## src/rtl/mul_div_sequencer.sv

```systemverilog
// mul_div_sequencer: iterative radix-2 multiply/divide core for the MDU.
// Produces the 32-bit RISC-V M-extension result selected by opCode from
// two 33-bit conditioned operands.
// Ports:
//   clk, rst       - clock and synchronous active-high reset
//   start, opCode  - request and operation; start is taken only while ready
//   operand0       - conditioned multiplicand / divisor (33-bit two's complement)
//   operand1       - conditioned multiplier / dividend (33-bit two's complement)
//   ready          - core is idle and can accept a request
//   resultValid    - one-cycle pulse marking a new result
//   result         - selected result, held until the next resultValid
//   divByZero      - divide by zero flag, qualified by resultValid
module mul_div_sequencer #(
  parameter int unsigned PAR          = 32,
  parameter int unsigned OPCODE_WIDTH = 3
) (
  input  logic                    clk,
  input  logic                    rst,
  input  logic                    start,
  input  logic [OPCODE_WIDTH-1:0] opCode,
  input  logic [PAR:0]            operand0,
  input  logic [PAR:0]            operand1,
  output logic                    ready,
  output logic                    resultValid,
  output logic [PAR-1:0]          result,
  output logic                    divByZero
);

  localparam int unsigned CntW = $clog2(PAR + 1);
  localparam logic [CntW-1:0] MulLast = CntW'(PAR);
  localparam logic [CntW-1:0] DivLast = CntW'(PAR - 1);

  typedef enum logic [1:0] {IDLE, MUL, DIV, FIX} stateT;

  stateT                   state, nextState;
  logic [OPCODE_WIDTH-1:0] opReg;
  logic                    neg0, neg1, dz;
  logic [PAR:0]            opA;   // multiplicand, or divisor magnitude
  logic [PAR+1:0]          hi;    // product accumulator, or partial remainder
  logic [PAR:0]            lo;    // multiplier/product low half, or dividend/quotient
  logic [CntW-1:0]         cnt;

  logic           accept, divisorZero, qBit;
  logic [PAR:0]   mag0, mag1, shifted, diff;
  logic [PAR+1:0] mcandExt, addend, sum;
  logic [PAR-1:0] quo, rem, mulRes;

  // Datapath combinational terms for both iteration kinds and the fix-up step
  always_comb begin
    accept      = start & ready;
    divisorZero = (operand0 == '0);
    mag0        = operand0[PAR] ? -operand0 : operand0;
    mag1        = operand1[PAR] ? -operand1 : operand1;
    // Multiplier sign bit carries weight -2^PAR, so the last step subtracts
    mcandExt    = {opA[PAR], opA};
    addend      = '0;
    if (lo[0]) addend = (cnt == MulLast) ? -mcandExt : mcandExt;
    sum         = hi + addend;
    // Restoring step: bring in next dividend bit, keep difference if non-negative
    shifted     = {hi[PAR-1:0], lo[PAR-1]};
    diff        = shifted - opA;
    qBit        = (shifted >= opA);
    quo         = ((neg0 ^ neg1) && !dz) ? -lo[PAR-1:0] : lo[PAR-1:0];
    rem         = (neg1 && !dz) ? -hi[PAR-1:0] : hi[PAR-1:0];
    // After PAR+1 shifts lo holds product[PAR:0] and hi the bits above
    mulRes      = (opReg[1:0] == 2'b00) ? lo[PAR-1:0] : {hi[PAR-2:0], lo[PAR]};
  end

  // State register
  always_ff @(posedge clk) begin
    if (rst) state <= IDLE;
    else     state <= nextState;
  end

  // Next-state logic
  always_comb begin
    nextState = state;
    case (state)
      IDLE: if (accept) nextState = !opCode[2] ? MUL : (divisorZero ? FIX : DIV);
      MUL:  if (cnt == MulLast) nextState = FIX;
      DIV:  if (cnt == DivLast) nextState = FIX;
      FIX:  nextState = IDLE;
      default: nextState = IDLE;
    endcase
  end

  // Operand latch, iteration registers and registered outputs
  always_ff @(posedge clk) begin
    if (rst) begin
      opReg       <= '0;
      neg0        <= 1'b0;
      neg1        <= 1'b0;
      dz          <= 1'b0;
      opA         <= '0;
      hi          <= '0;
      lo          <= '0;
      cnt         <= '0;
      ready       <= 1'b1;
      resultValid <= 1'b0;
      result      <= '0;
      divByZero   <= 1'b0;
    end else begin
      ready       <= (nextState == IDLE);
      resultValid <= (state == FIX);
      case (state)
        IDLE: if (accept) begin
          opReg <= opCode;
          neg0  <= operand0[PAR];
          neg1  <= operand1[PAR];
          cnt   <= '0;
          dz    <= opCode[2] & divisorZero;
          if (!opCode[2]) begin
            opA <= operand0;
            hi  <= '0;
            lo  <= operand1;
          end else if (divisorZero) begin
            // Preload the architected divide-by-zero quotient and remainder
            opA <= '0;
            hi  <= {2'b00, operand1[PAR-1:0]};
            lo  <= '1;
          end else begin
            opA <= mag0;
            hi  <= '0;
            lo  <= mag1;
          end
        end
        MUL: begin
          hi  <= {sum[PAR+1], sum[PAR+1:1]};
          lo  <= {sum[0], lo[PAR:1]};
          cnt <= cnt + CntW'(1);
        end
        DIV: begin
          hi  <= qBit ? {1'b0, diff} : {1'b0, shifted};
          lo  <= {1'b0, lo[PAR-2:0], qBit};
          cnt <= cnt + CntW'(1);
        end
        FIX: begin
          result    <= !opReg[2] ? mulRes : (opReg[1] ? rem : quo);
          divByZero <= dz;
        end
        default: ;
      endcase
    end
  end

endmodule

```

## config.mk

```make
export PLATFORM = sky130hd
export DESIGN_NAME = mul_div_sequencer
export DESIGN_NICKNAME = d
export VERILOG_FILES = /design/src/rtl/mul_div_sequencer.sv
export SDC_FILE = /design/constraint.sdc
export NUM_CORES = 1
export LEC_CHECK = 0
export CORE_ASPECT_RATIO = 2
export CORE_MARGIN = 4
export CORE_UTILIZATION = 45
export DETAILED_ROUTE_END_ITERATION = 8
export GPL_TIMING_DRIVEN = 0
export PLACE_DENSITY = 0.68
export SETUP_SLACK_MARGIN = 0.2
export SLEW_MARGIN = 20
export SYNTH_ARGS = -nofsm -noshare
export SYNTH_HDL_FRONTEND = slang
export SYNTH_SLANG_ARGS = --single-unit
```

## constraint.sdc

```tcl
create_clock -name clk -period 4.2 [get_ports clk]
set_input_delay 0.84 -clock clk [delete_from_list [all_inputs] [get_ports clk]]
set_output_delay 0.84 -clock clk [all_outputs]
set_load 0.01 [all_outputs]
```

* Yosys cells after proc, flatten, opt, wreduce, memory -nomap -nowiden *
Index checks and enable logic that the tools add are counted.

operators by class
  $add $sub $neg = 8
  $lt $le $gt $ge = 1
  equal/unequal tests = 6
  mux-type cells = 28
  bitwise logic cells = 3
  reductions and logical operators = 13

operators with widths
  kind                   number
  $mux W33               8
  $mux W32               7
  $mux W34               3
  $pmux W34 S3           1
  $pmux W33 S3           1
  $neg A33 Y33           2
  $neg A32 Y32           2
  $add A34 B34 Y34       1
  $neg A34 Y34           1
  $ge A33 B33 Y1         1
  $logic_not A33 Y1      1
  $sub A33 B33 Y33       1
  $pmux W6 S2            1
  $mux W2                4
  $pmux W2 S4            1
  $add A6 B1 Y6 const B  1
  $eq A6 B5 Y1 const B   1
  $eq A6 B6 Y1 const B   1
  $logic_not A2 Y1       3
  $mux W6                1
  $reduce_and A2 Y1      3
  $eq A2 B2 Y1 const B   2
  $reduce_bool A3 Y1     1
  $and A1 B1 Y1          2
  other kinds (8)        9

word-level totals
  register bits = 149
  input port bits = 72
  output and inout bits = 35
  logic and storage cells = 72

* Longest topological paths before layout *
  word-level depth = 6
  depth in mapped cells = 20

* Worst setup path after synthesis *
Ideal clock, no wire load.

  kind = register to register
  from = register cnt[0]
  to = register hi[19]
  setup time = 137 ps
  arrival time = 4018 ps
  required time = 4063 ps
  setup slack = 45 ps
  stages on the path, launching flop included = 20
  buffers on the path = 3
  cell sequence = dfxtp_1 inv_1 ha_1 nand2_1 or4_1 clkbuf_1 clkbuf_1 a31oi_1 xnor2_1 nor2_1 ha_1 clkbuf_1 nand2_1 or3_1 a2111oi_0 o41ai_1 or2_2 a221o_1 a31oi_1 a31oi_1

on the way
  word-level cells in the longest chain between the ends = 5

ends and longest elaborated chain
  item                    RTL line  source
  start, declared         41        logic [CntW-1:0] cnt;
  start signal, assigned  130       cnt <= cnt + CntW'(1);
  start signal, assigned  135       cnt <= cnt + CntW'(1);
  $eq A6 B6 Y1            57        if (lo[0]) addend = (cnt == MulLast) ? -mcandExt : mcandExt;
  $mux W34 (2 in a row)   57
  $add A34 B34 Y34        58        sum = hi + addend;
  $pmux W34 S3            105       case (state)
  end signal, assigned    119       hi <= {2'b00, operand1[PAR-1:0]};
  end signal, assigned    128       hi <= {sum[PAR+1], sum[PAR+1:1]};
  end signal, assigned    133       hi <= qBit ? {1'b0, diff} : {1'b0, shifted};
  end, declared           39        logic [PAR+1:0] hi;

No other way between the ends.
A chain may end at the register's enable or synchronous reset.

* Worst setup path after layout *
  from = register cnt[0]
  to = register hi[23]

The elaborated chain is that of the path after synthesis.

==> out/qor.txt <==
Status -> finished with violations
Failing checks -> negative setup slack
Register area share after synthesis -> 19.55%
Multi-input combinational cell area -> 12040 um^2
Maximum clock skew at final layout -> 0.01145 ns
Core region area -> 33520 um^2
Flop2flop setup slack -> -0.20 ns
Required arrival time at the worst endpoint -> 4.56 ns
Synth Warn # -> 0
Max Slew Vio Count -> 0
Area share of the largest cell type after synthesis -> 19.55%
Total track usage -> 39.60%
Unrepaired setup endpoints after global routing -> yes
Top post-synthesis cells by area -> sky130_fd_sc_hd__dfxtp_1 20%, sky130_fd_sc_hd__a21oi_1 6.9%, sky130_fd_sc_hd__ha_1 6.5%, sky130_fd_sc_hd__xnor2_1 6.0%, sky130_fd_sc_hd__nor2_1 5.4%
Number of flops mapped to enable cells by yosys -> 0
#FFs+latches synth -> 149
Post-CTS clock slew at the launch and capture registers of the worst setup and hold paths -> 0.07 ns
Maximum vdd ir drop -> 0.4321 mV
Seq pwr share -> 16.3%
Final Hold Fails -> 0
Die X-Extent -> 138.2 um
Headroom to the max-slew limit -> 22.13%
Arrival time worst endpoint -> 4.75 ns
Clock latency on the worst-skew pair -> 0.48 ns
Pin count of the biggest net entering global routing -> 17
P_int -> 0.006566 W
Max Clk Rate -> 0.2275 GHz
Routed metal-1 wire length -> 24180 um
Fraction of power consumed by the clock network -> 11.3%
Area growth from synthesis to layout -> 22.33%
PD cells -> 802.6 nW/um^2
Type of element launching the critical path -> flip-flop
DR vias -> 17680
Filler instances -> 3338
Vias in the first global route -> 18100
Cts bufs inserted -> 17
Most instantiated flip-flop cell in the synthesis netlist -> sky130_fd_sc_hd__dfxtp_1
NetSw -> 0.008410 W
Vert. Die Dim -> 268.4 um
Sum of met2 wire segment lengths after detailed routing -> 38730 um
Area leader, netlist -> sky130_fd_sc_hd__dfxtp_1
Total DRC errors in the routed layout -> 0
Highest Signal Layer -> met4
Transition time at the pin with the least slew margin -> 1.168 ns
Number of placement rows -> 95
Kind of capture point of the worst setup path -> flip-flop
Reported leakage power -> 6.980 nW
Total wire length -> 76290 um
Clock tree from TritonCTS -> built
Top Ports -> 107
Overall power consumption -> 0.01498 W
Remaining antenna violation count after routing -> 0
Most common cell after layout, fill and taps aside -> sky130_fd_sc_hd__nor2_1
Post-synth design cell area -> 15250 um^2
Post-layout nets -> 2421
Final GP Congestion -> 1.025
Total nets after synthesis -> 2251
Via density per instance -> 6.503
Post-synth cell types -> 86
Clock tree buffer depth -> 2
Final period util -> 104.6%
Post-route non-filler standard cell count -> 2718
1st-iter DRT viols -> 1314
Seq. cell area -> 2994 um^2
Floorplan die area -> 37090 um^2
Total clock sinks -> 149
Mapped Avg Cell Area -> 7.271 um^2
MaxCap Viol Count -> 0
Commonest cells after routing, fill and taps aside -> 214 x sky130_fd_sc_hd__nor2_1, 190 x sky130_fd_sc_hd__a21oi_1, 170 x sky130_fd_sc_hd__nand2_1
Hold buffer count at CTS -> 0
Power share of the combinational group -> 72.5%
Met3 routed WL -> 3861 um
H-tree lvl count -> 4
CTS Root Cell -> sky130_fd_sc_hd__clkbuf_16
Synthesized instance count -> 2098
Sw frac -> 56.16%
Final period demand of the worst path -> 4.395 ns
Overflow after GRT -> 0
Initial antenna violation count -> 1
Number of input and output port buffers inserted -> 105
Setup ws final -> -0.1952 ns
Layout cells sized above 1 -> 12.41%
Synth async-reset ratio -> 0%
Initial cell density of the core -> 45.51%
Routed wirelength normalized by instance count -> 28.07 um
Maximum fanout along the worst path -> 7
Global-route wire length before repair -> 110100 um
Post-DP HPWL -> 60080 um
Hold WC Path Type -> flip-flop to flip-flop
# placed instances -> 2639
Kind of critical path -> flip-flop to flip-flop
Number of optimization iterations in the first detailed-route pass -> 8
Total setup violations reported at the end of the flow -> 8
## final cells by class
cell class | instances | share of cell area, %
multi-input cells | 1707 | 64.54
flip-flops and latches | 149 | 16.05
repair buffers | 151 | 7.610
plain buffers | 167 | 4.077
well taps | 436 | 2.923
clock buffers | 18 | 2.300
inverters | 75 | 1.535
clock inverters | 14 | 0.9521
diodes | 1 | 0.01341
## logic make-up (layout without fill, tap and decap cells)
logic type	count (synthesis)	after routing	synth area share, %
multiplexers	60	60	4.134
AND/OR/NAND/NOR	672	672	21.63
flip-flops	149	149	19.55
AO/OA/AOI/OAI	718	718	31.54
other	0	1	0
buffers and inverters	242	425	6.299
adder cells (fa/ha/maj)	81	81	6.742
XOR/XNOR	176	176	10.10
## metrics by stage
stage	hold slack (ns)	util, %	TNS [ns]	setup slack (ns)	area, um^2
2_1_floorplan	0.4319	-	0	0.2105	15270
3_3_place_gp	0.4358	50.33	-31.42	-1.623	16870
3_5_place_dp	0.4397	50.35	-28.60	-1.623	16880
4_1_cts	0.4543	54.54	-0.8455	-0.1335	18280
5_1_grt	0.4605	55.66	-2.567	-0.3172	18660
6_report	0.4537	55.67	-1.007	-0.1952	18660
## worst max-delay path, cell delays in order, from the launching register on
cell and delay [ns]:
sky130_fd_sc_hd__dfxtp_2 0.33, sky130_fd_sc_hd__inv_2 0.07, sky130_fd_sc_hd__ha_4 0.15, sky130_fd_sc_hd__nand2_4 0.06
sky130_fd_sc_hd__or4_4 0.46, sky130_fd_sc_hd__clkbuf_16 0.20, sky130_fd_sc_hd__clkbuf_16 0.19, sky130_fd_sc_hd__a31oi_4 0.18
sky130_fd_sc_hd__xnor2_2 0.14, sky130_fd_sc_hd__nor2_1 0.06, sky130_fd_sc_hd__ha_1 0.33, sky130_fd_sc_hd__buf_8 0.15
sky130_fd_sc_hd__and3_4 0.14, sky130_fd_sc_hd__a221o_2 0.44, sky130_fd_sc_hd__o41ai_4 0.41, sky130_fd_sc_hd__o21ai_2 0.16
sky130_fd_sc_hd__buf_4 0.17, sky130_fd_sc_hd__xnor2_2 0.12, sky130_fd_sc_hd__a221o_1 0.30, sky130_fd_sc_hd__o21ai_1 0.13
sky130_fd_sc_hd__o21ai_1 0.07
## sequential cells by signal, summed over array words and instances (netlist names)
name	cells
cnt	6
divByZero	1
dz	1
hi	34
lo	33
neg0	1
neg1	1
opA	33
opReg	3
ready	1
result	32
resultValid	1
state	2
## layer usage
metal	vias to the layer above	global-route usage (%)
met5	-	0
met4	0	40.58
met3	397	6.143
met2	859	73.76
met1	8291	34.86
li1	8129	-
## timing repair
action | CTS | global route
cloned | 1 | 0
endpoints found under the setup margin | 37 | 32
setup buffers | 30 | 15
pin swaps | 39 | 27
gates resized for setup | 129 | 65
## path summary, 6_finish.rpt
path,start,end,depth (start not counted)
worst max-delay path,cnt[0]$_SDFFE_PP0P_,hi[23]$_SDFFE_PP0P_,20
worst min-delay path,result[24]$_SDFFE_PP0P_,result[24]$_SDFFE_PP0P_,1
worst max register to register,cnt[0]$_SDFFE_PP0P_,hi[23]$_SDFFE_PP0P_,20
worst min register to register,result[24]$_SDFFE_PP0P_,result[24]$_SDFFE_PP0P_,1
## synthesized netlist by cell type, drive strengths merged, types with 29 or more instances
| cell type | n |
|---|---|
| a211oi | 46 |
| a21o | 39 |
| a21oi | 211 |
| a221oi | 35 |
| a31oi | 32 |
| buf | 30 |
| clkbuf | 137 |
| dfxtp | 149 |
| ha | 79 |
| inv | 74 |
| mux2i | 36 |
| nand2 | 174 |
| nand3 | 36 |
| nand4 | 34 |
| nor2 | 220 |
| nor3 | 43 |
| nor4 | 36 |
| o211ai | 29 |
| o21ai | 130 |
| xnor2 | 105 |
| xor2 | 71 |
## power by group through the flow
stage                     Combinational, W  Clock, W  Sequential, W
after floorplan                    0.00677         0        0.00217
after global placement             0.00985         0        0.00239
after detailed placement           0.00995         0        0.00240
after CTS                           0.0104   0.00166        0.00239
after global routing                0.0115   0.00170        0.00247
final                               0.0109   0.00169        0.00244
Note: power is estimated with default switching activity, not from simulation.
==> RTL change 1 (config.mk and constraints unchanged) <==
The parameter `PAR` goes from 32 to 16.
--- a/src/rtl/mul_div_sequencer.sv
+++ b/src/rtl/mul_div_sequencer.sv
@@ -11,7 +11,7 @@
 //   result         - selected result, held until the next resultValid
 //   divByZero      - divide by zero flag, qualified by resultValid
 module mul_div_sequencer #(
-  parameter int unsigned PAR          = 32,
+  parameter int unsigned PAR          = 16,
   parameter int unsigned OPCODE_WIDTH = 3
 ) (
   input  logic                    clk,
Ports: changed (resized operand0, operand1 and result); port bits go from 107 to 59. The function was not compared with the original's and may differ.
==> RTL change 1 against the unedited design <==
  * Sequential cell count shrank 65
  * Wire length shrank 61%
  * Fmax grew 13%
  * Global-route usage shrank 10 points
  * Sequential power shrank 48%
  * Non-clock buffer count shrank 190
  * Cell count shrank 51%
  * Synthesized cell count shrank 49%
  * Combinational power shrank 65%
  * Total power shrank 60%
  * Hold slack gained 0.019 ns
  * Synthesized area shrank 49%
  * Final area shrank 52%
  * Worst setup slack gained 0.51 ns
==> RTL change 1: results (changes against the unedited design) <==
* Status: complete, no violations
* Met2 WL at 14,800 um (-62%)
* WL met3 at 1740 um (-55%)
* Final design utilization at 53.5% (-2.2 points)
* WHS Path Cells at 2 (+1)
* Num CTS Buffers at 9 (-8)
* Gr usage total at 29.4% (-10 points)
* DRT met1 WL at 9680 um (-60%)
* Leak at 3.30 nW (-53%)
* FILL cells at 1,663 (-50%)
* Top cells by area, synth: dfxtp_1 22%, ha_1 7.7%, nor2_1 6.5%, xnor2_1 6.4%, a21oi_1 6.2%
* Least-Margin Pin Slew at 0.879 ns (-0.289 ns)
* Number of DRC markers in iteration 0 at 651 (-50%)
* Met2 Usage GRT at 51.4% (-22 points)
* Layout cells sized above 1 at 4.93% (-7.5 points)
* Max Clock Skew at 0.0107 ns (-0.000787 ns)
* Mux contribution to synthesized area at 5.14% (+1.0 points)
* Crit path max fanout at 6 (-1)
* Tightest hold margin at 0.472 ns (+0.0186 ns)
* Multi-input combinational area share at 63.4% (-1.1 points)
* Final cell count without fillers at 1,343 (-51%)
* Worst reg2reg path depth at 14 (-30%)
* Synth Area in Adders at 8.22% (+1.5 points)
* Non-Clock Buffer Count at 128 (-60%)
* Sequential share of the synthesized area at 21.6% (+2.0 points)
* Final HPWL DP at 23,500 um (-61%)
* Reg-to-Reg End: hi[16]$_SDFFE_PP0P_
* Arr. time, crit path at 4.09 ns (-0.66 ns)
* Top Registers: hi x18, lo x17, opA x17
* Crit path max-delay family: simple AND/OR/NAND/NOR gates
* Logic inverters at 46 (-39%)
* Crit path largest cell delay at 0.66 ns (+0.20 ns)
* Setup bufs post-CTS at 0 (-100%)
* Crit path max-delay cell type: or4_1
* Clk cell area share at 3.44% (+0.19 points)
* Synth cell types at 75 (-13%)
* Largest net degree at the start of global routing at 14 (-3)
* Initial antenna violation count at 0 (-1)
* Signal buf overhead at 9.64% (-2.0 points)
* Met3 usage at 5.04% (-1.1 points)
* First-pass GRT wire length at 44,100 um (-60%)
* Synthesized flop and latch total at 84 (-44%)
* Pre-CTS WS at -0.430 ns (+1.19 ns)
* H-Tree Level Count at 3 (-1)
* Clock buffer count at 12 (-6)
-- RTL change 1: how the worst max path moves through the flow --
stage	start	end	slack (ns)	cells past startpoint
finish	opA[0]$_SDFFE_PP0P_	hi[16]$_SDFFE_PP0P_	0.32	14
global placement	cnt[0]$_SDFFE_PP0P_	hi[15]$_SDFFE_PP0P_	-0.46	15
detailed placement	cnt[0]$_SDFFE_PP0P_	hi[15]$_SDFFE_PP0P_	-0.43	15
CTS	cnt[0]$_SDFFE_PP0P_	hi[16]$_SDFFE_PP0P_	0.24	16
global route	cnt[0]$_SDFFE_PP0P_	hi[16]$_SDFFE_PP0P_	0.09	16
floorplan	cnt[0]$_SDFFE_PP0P_	hi[15]$_SDFFE_PP0P_	0.66	15
-- RTL change 1: power by group --
| part | internal (mW) | switching, mW |
|---|---|---|
| combinational | 1.42 | 2.45 |
| sequential | 0.983 | 0.272 |
| clock | 0.523 | 0.358 |
| total | 2.92 | 3.08 |
==> RTL change 2 (config.mk and constraints unchanged) <==
Without the edit above. The 4 states of `stateT` get a one-hot encoding in 4 bits.
--- a/src/rtl/mul_div_sequencer.sv
+++ b/src/rtl/mul_div_sequencer.sv
@@ -30,7 +30,7 @@
   localparam logic [CntW-1:0] MulLast = CntW'(PAR);
   localparam logic [CntW-1:0] DivLast = CntW'(PAR - 1);
 
-  typedef enum logic [1:0] {IDLE, MUL, DIV, FIX} stateT;
+  typedef enum logic [3:0] {IDLE = 4'b0001, MUL = 4'b0010, DIV = 4'b0100, FIX = 4'b1000} stateT;
 
   stateT                   state, nextState;
   logic [OPCODE_WIDTH-1:0] opReg;
Behaviour: no difference found for any inputs over 4 cycles, from zero or initial values and one cycle with rst high; so few cycles prove little.
==> RTL change 2 against the unedited design <==
  * The flow still finishes with violations (negative setup slack)
  * Final area decreased by 4.9%
  * Cell count decreased by 2.8%
  * Sequential power hardly changed
  * Non-clock buffer count shrank 31
  * Worst setup slack better by 0.0096 ns
  * Wire length shrank 4.7%
  * Synthesized area shrank 4.5%
  * Die area decreased by 4.3%
  * Clock skew down 0.0025 ns
  * First-iteration DRC count down 8.2%
  * Total power decreased by 25%
  * Sequential cell count up 2
  * Largest power group unchanged
==> RTL change 2: results (changes against the unedited design) <==
* Root Buffer: clkbuf_16
* Slew headroom at 15.3% (-6.8 points)
* Post-Synth XOR/XNOR Area at 10.9% (+0.78 points)
* FILL cells at 3,265 (-2.2%)
* CTS Sinks at 151 (+1.3%)
* Crit path largest cell delay at 0.55 ns (+0.09 ns)
* Leak at 6.55 nW (-6.1%)
* Power, Total at 11.2 mW (-25%)
* Tightest Hold Check Type: flop to flop
* Synth Area in Adders at 6.55% (-0.20 points)
* Top Registers: hi x34, lo x33, opA x33
* Sequential cell area share at 17.1% (+1.1 points)
* Post-CTS Resized at 96 (-26%)
* Vias in the first global route at 17,190 (-5.0%)
* Number of DRC markers in iteration 0 at 1,206 (-8.2%)
* Sequential share of the synthesized area at 20.8% (+1.2 points)
* Initial antenna violation count at 2 (+1)
* Syn Nets at 2,187 (-2.8%)
* P_clk at 1.48 mW (-12%)
* Max IR drop VDD at 0.398 mV (-7.9%)
* Crit path max-delay cell type: or4_4
* Final setup margin at -0.186 ns (+0.00965 ns)
* Footprint of the multi-input gates at 11,300 um^2 (-6.1%)
* Clk cell area share at 3.03% (-0.22 points)
* Layout cells sized above 1 at 9.71% (-2.7 points)
* Signal buf overhead at 11.4% (-0.30 points)
* Clock buffer count at 21 (+3)
* Mux contribution to synthesized area at 2.36% (-1.8 points)
* Ant. Diodes at 0 (-1)
* Crit path max fanout at 5 (-2)
* # port buffers at 103 (-1.9%)
* Comb_multi_in at 1,666 (-2.4%)
* Max Clock Skew at 0.00890 ns (-0.00255 ns)
* Top cells by area, synth: dfxtp_1 21%, a21oi_1 8.4%, ha_1 6.3%, xnor2_1 6.1%, nor2_1 5.2%
* Final HPWL DP at 57,900 um (-3.6%)
* Status: finished, violations left
* Via/cell ratio at 6.46 (-0.67%)
* Seq. pwr at 2.44 mW (about the same)
* Largest net degree at the start of global routing at 17 (unchanged)
* Pint at 5.15 mW (-22%)
* Logic inverters at 79 (+5.3%)
* Area fraction in compound gates after synthesis at 32.7% (+1.2 points)
* First-pass GRT wire length at 104,000 um (-5.3%)
* Post-layout nets at 2,349 (-3.0%)
* Pre-CTS WS at -1.24 ns (+0.380 ns)
* Gr usage total at 39.8% (+0.21 points)
* Top FF cell, synth: dfxtp_1
* Arr. time, crit path at 4.73 ns (-0.02 ns)
* Setup-failing EPs final at 6 (-2)
* CTS Buffer Depth at 2 (unchanged)
* Synth cell types at 85 (-1.2%)
* Router iterations before antenna repair at 6 (-2)
* Setup TNS at -0.477 ns (+0.529 ns)
* Post-Route WL at 72,700 um (-4.7%)
* Final weighted congestion in routability-driven placement at 1.04 (+1.1%)
* Non-Clock Buffer Count at 287 (-9.7%)
* Violated checks: negative setup slack
* Commonest cells in the netlist: 245 x a21oi_1, 201 x nor2_1, 191 x nand2_1
* Setup bufs post-CTS at 23 (-23%)
-- RTL change 2: cell types whose count changed in the layout (fill, tap and decap cells not counted), sizes merged, moves of 12 or more --
| cell | delta |
|---|---|
| and3 | -14 |
| mux2i | -14 |
| nand2 | +17 |
| mux2 | -13 |
| a21oi | +34 |
| nor4 | -12 |
| nand4 | -19 |
| nor2 | -19 |
| buf | -16 |
| a221o | -22 |
| a32o | -13 |
| a221oi | +16 |
-- RTL change 2: stage by stage --
stage / cell area (um^2) / instances / utilization (%)
detailed placement: 16200 / 2572 / 50.4
global placement: 16200 / 2570 / 50.3
floorplan: 14600 / 2040 / -
global route: 17700 / 2642 / 55.2
CTS: 17400 / 2628 / 54.0
finish: 17700 / 2642 / 55.2
-- RTL change 2: final timing paths --
path,startpoint,slack (ns),endpoint,depth (start not counted)
worst min register to register,result[30]$_SDFFE_PP0P_,0.45,result[30]$_SDFFE_PP0P_,2
worst max register to register,cnt[1]$_SDFFE_PP0P_,-0.19,hi[32]$_SDFFE_PP0P_,16
worst max-delay path,cnt[1]$_SDFFE_PP0P_,-0.19,hi[32]$_SDFFE_PP0P_,16
worst min-delay path,result[30]$_SDFFE_PP0P_,0.45,result[30]$_SDFFE_PP0P_,2
-- RTL change 2: layer usage --
metal  up-vias  share of wire (%)  global-route usage (%)
li1       7859                  -                       -
met1      7928                 31                    34.5
met2       839                 51                    70.8
met3       438                5.7                    8.31
met4         2                 13                    41.6
met5         -              0.062                   0.997
-- RTL change 2: worst min-delay path, cell delays in order (launching register included) --
cell     delay, ns
dfxtp_1       0.31
nand2_1       0.05
o21ai_1       0.05
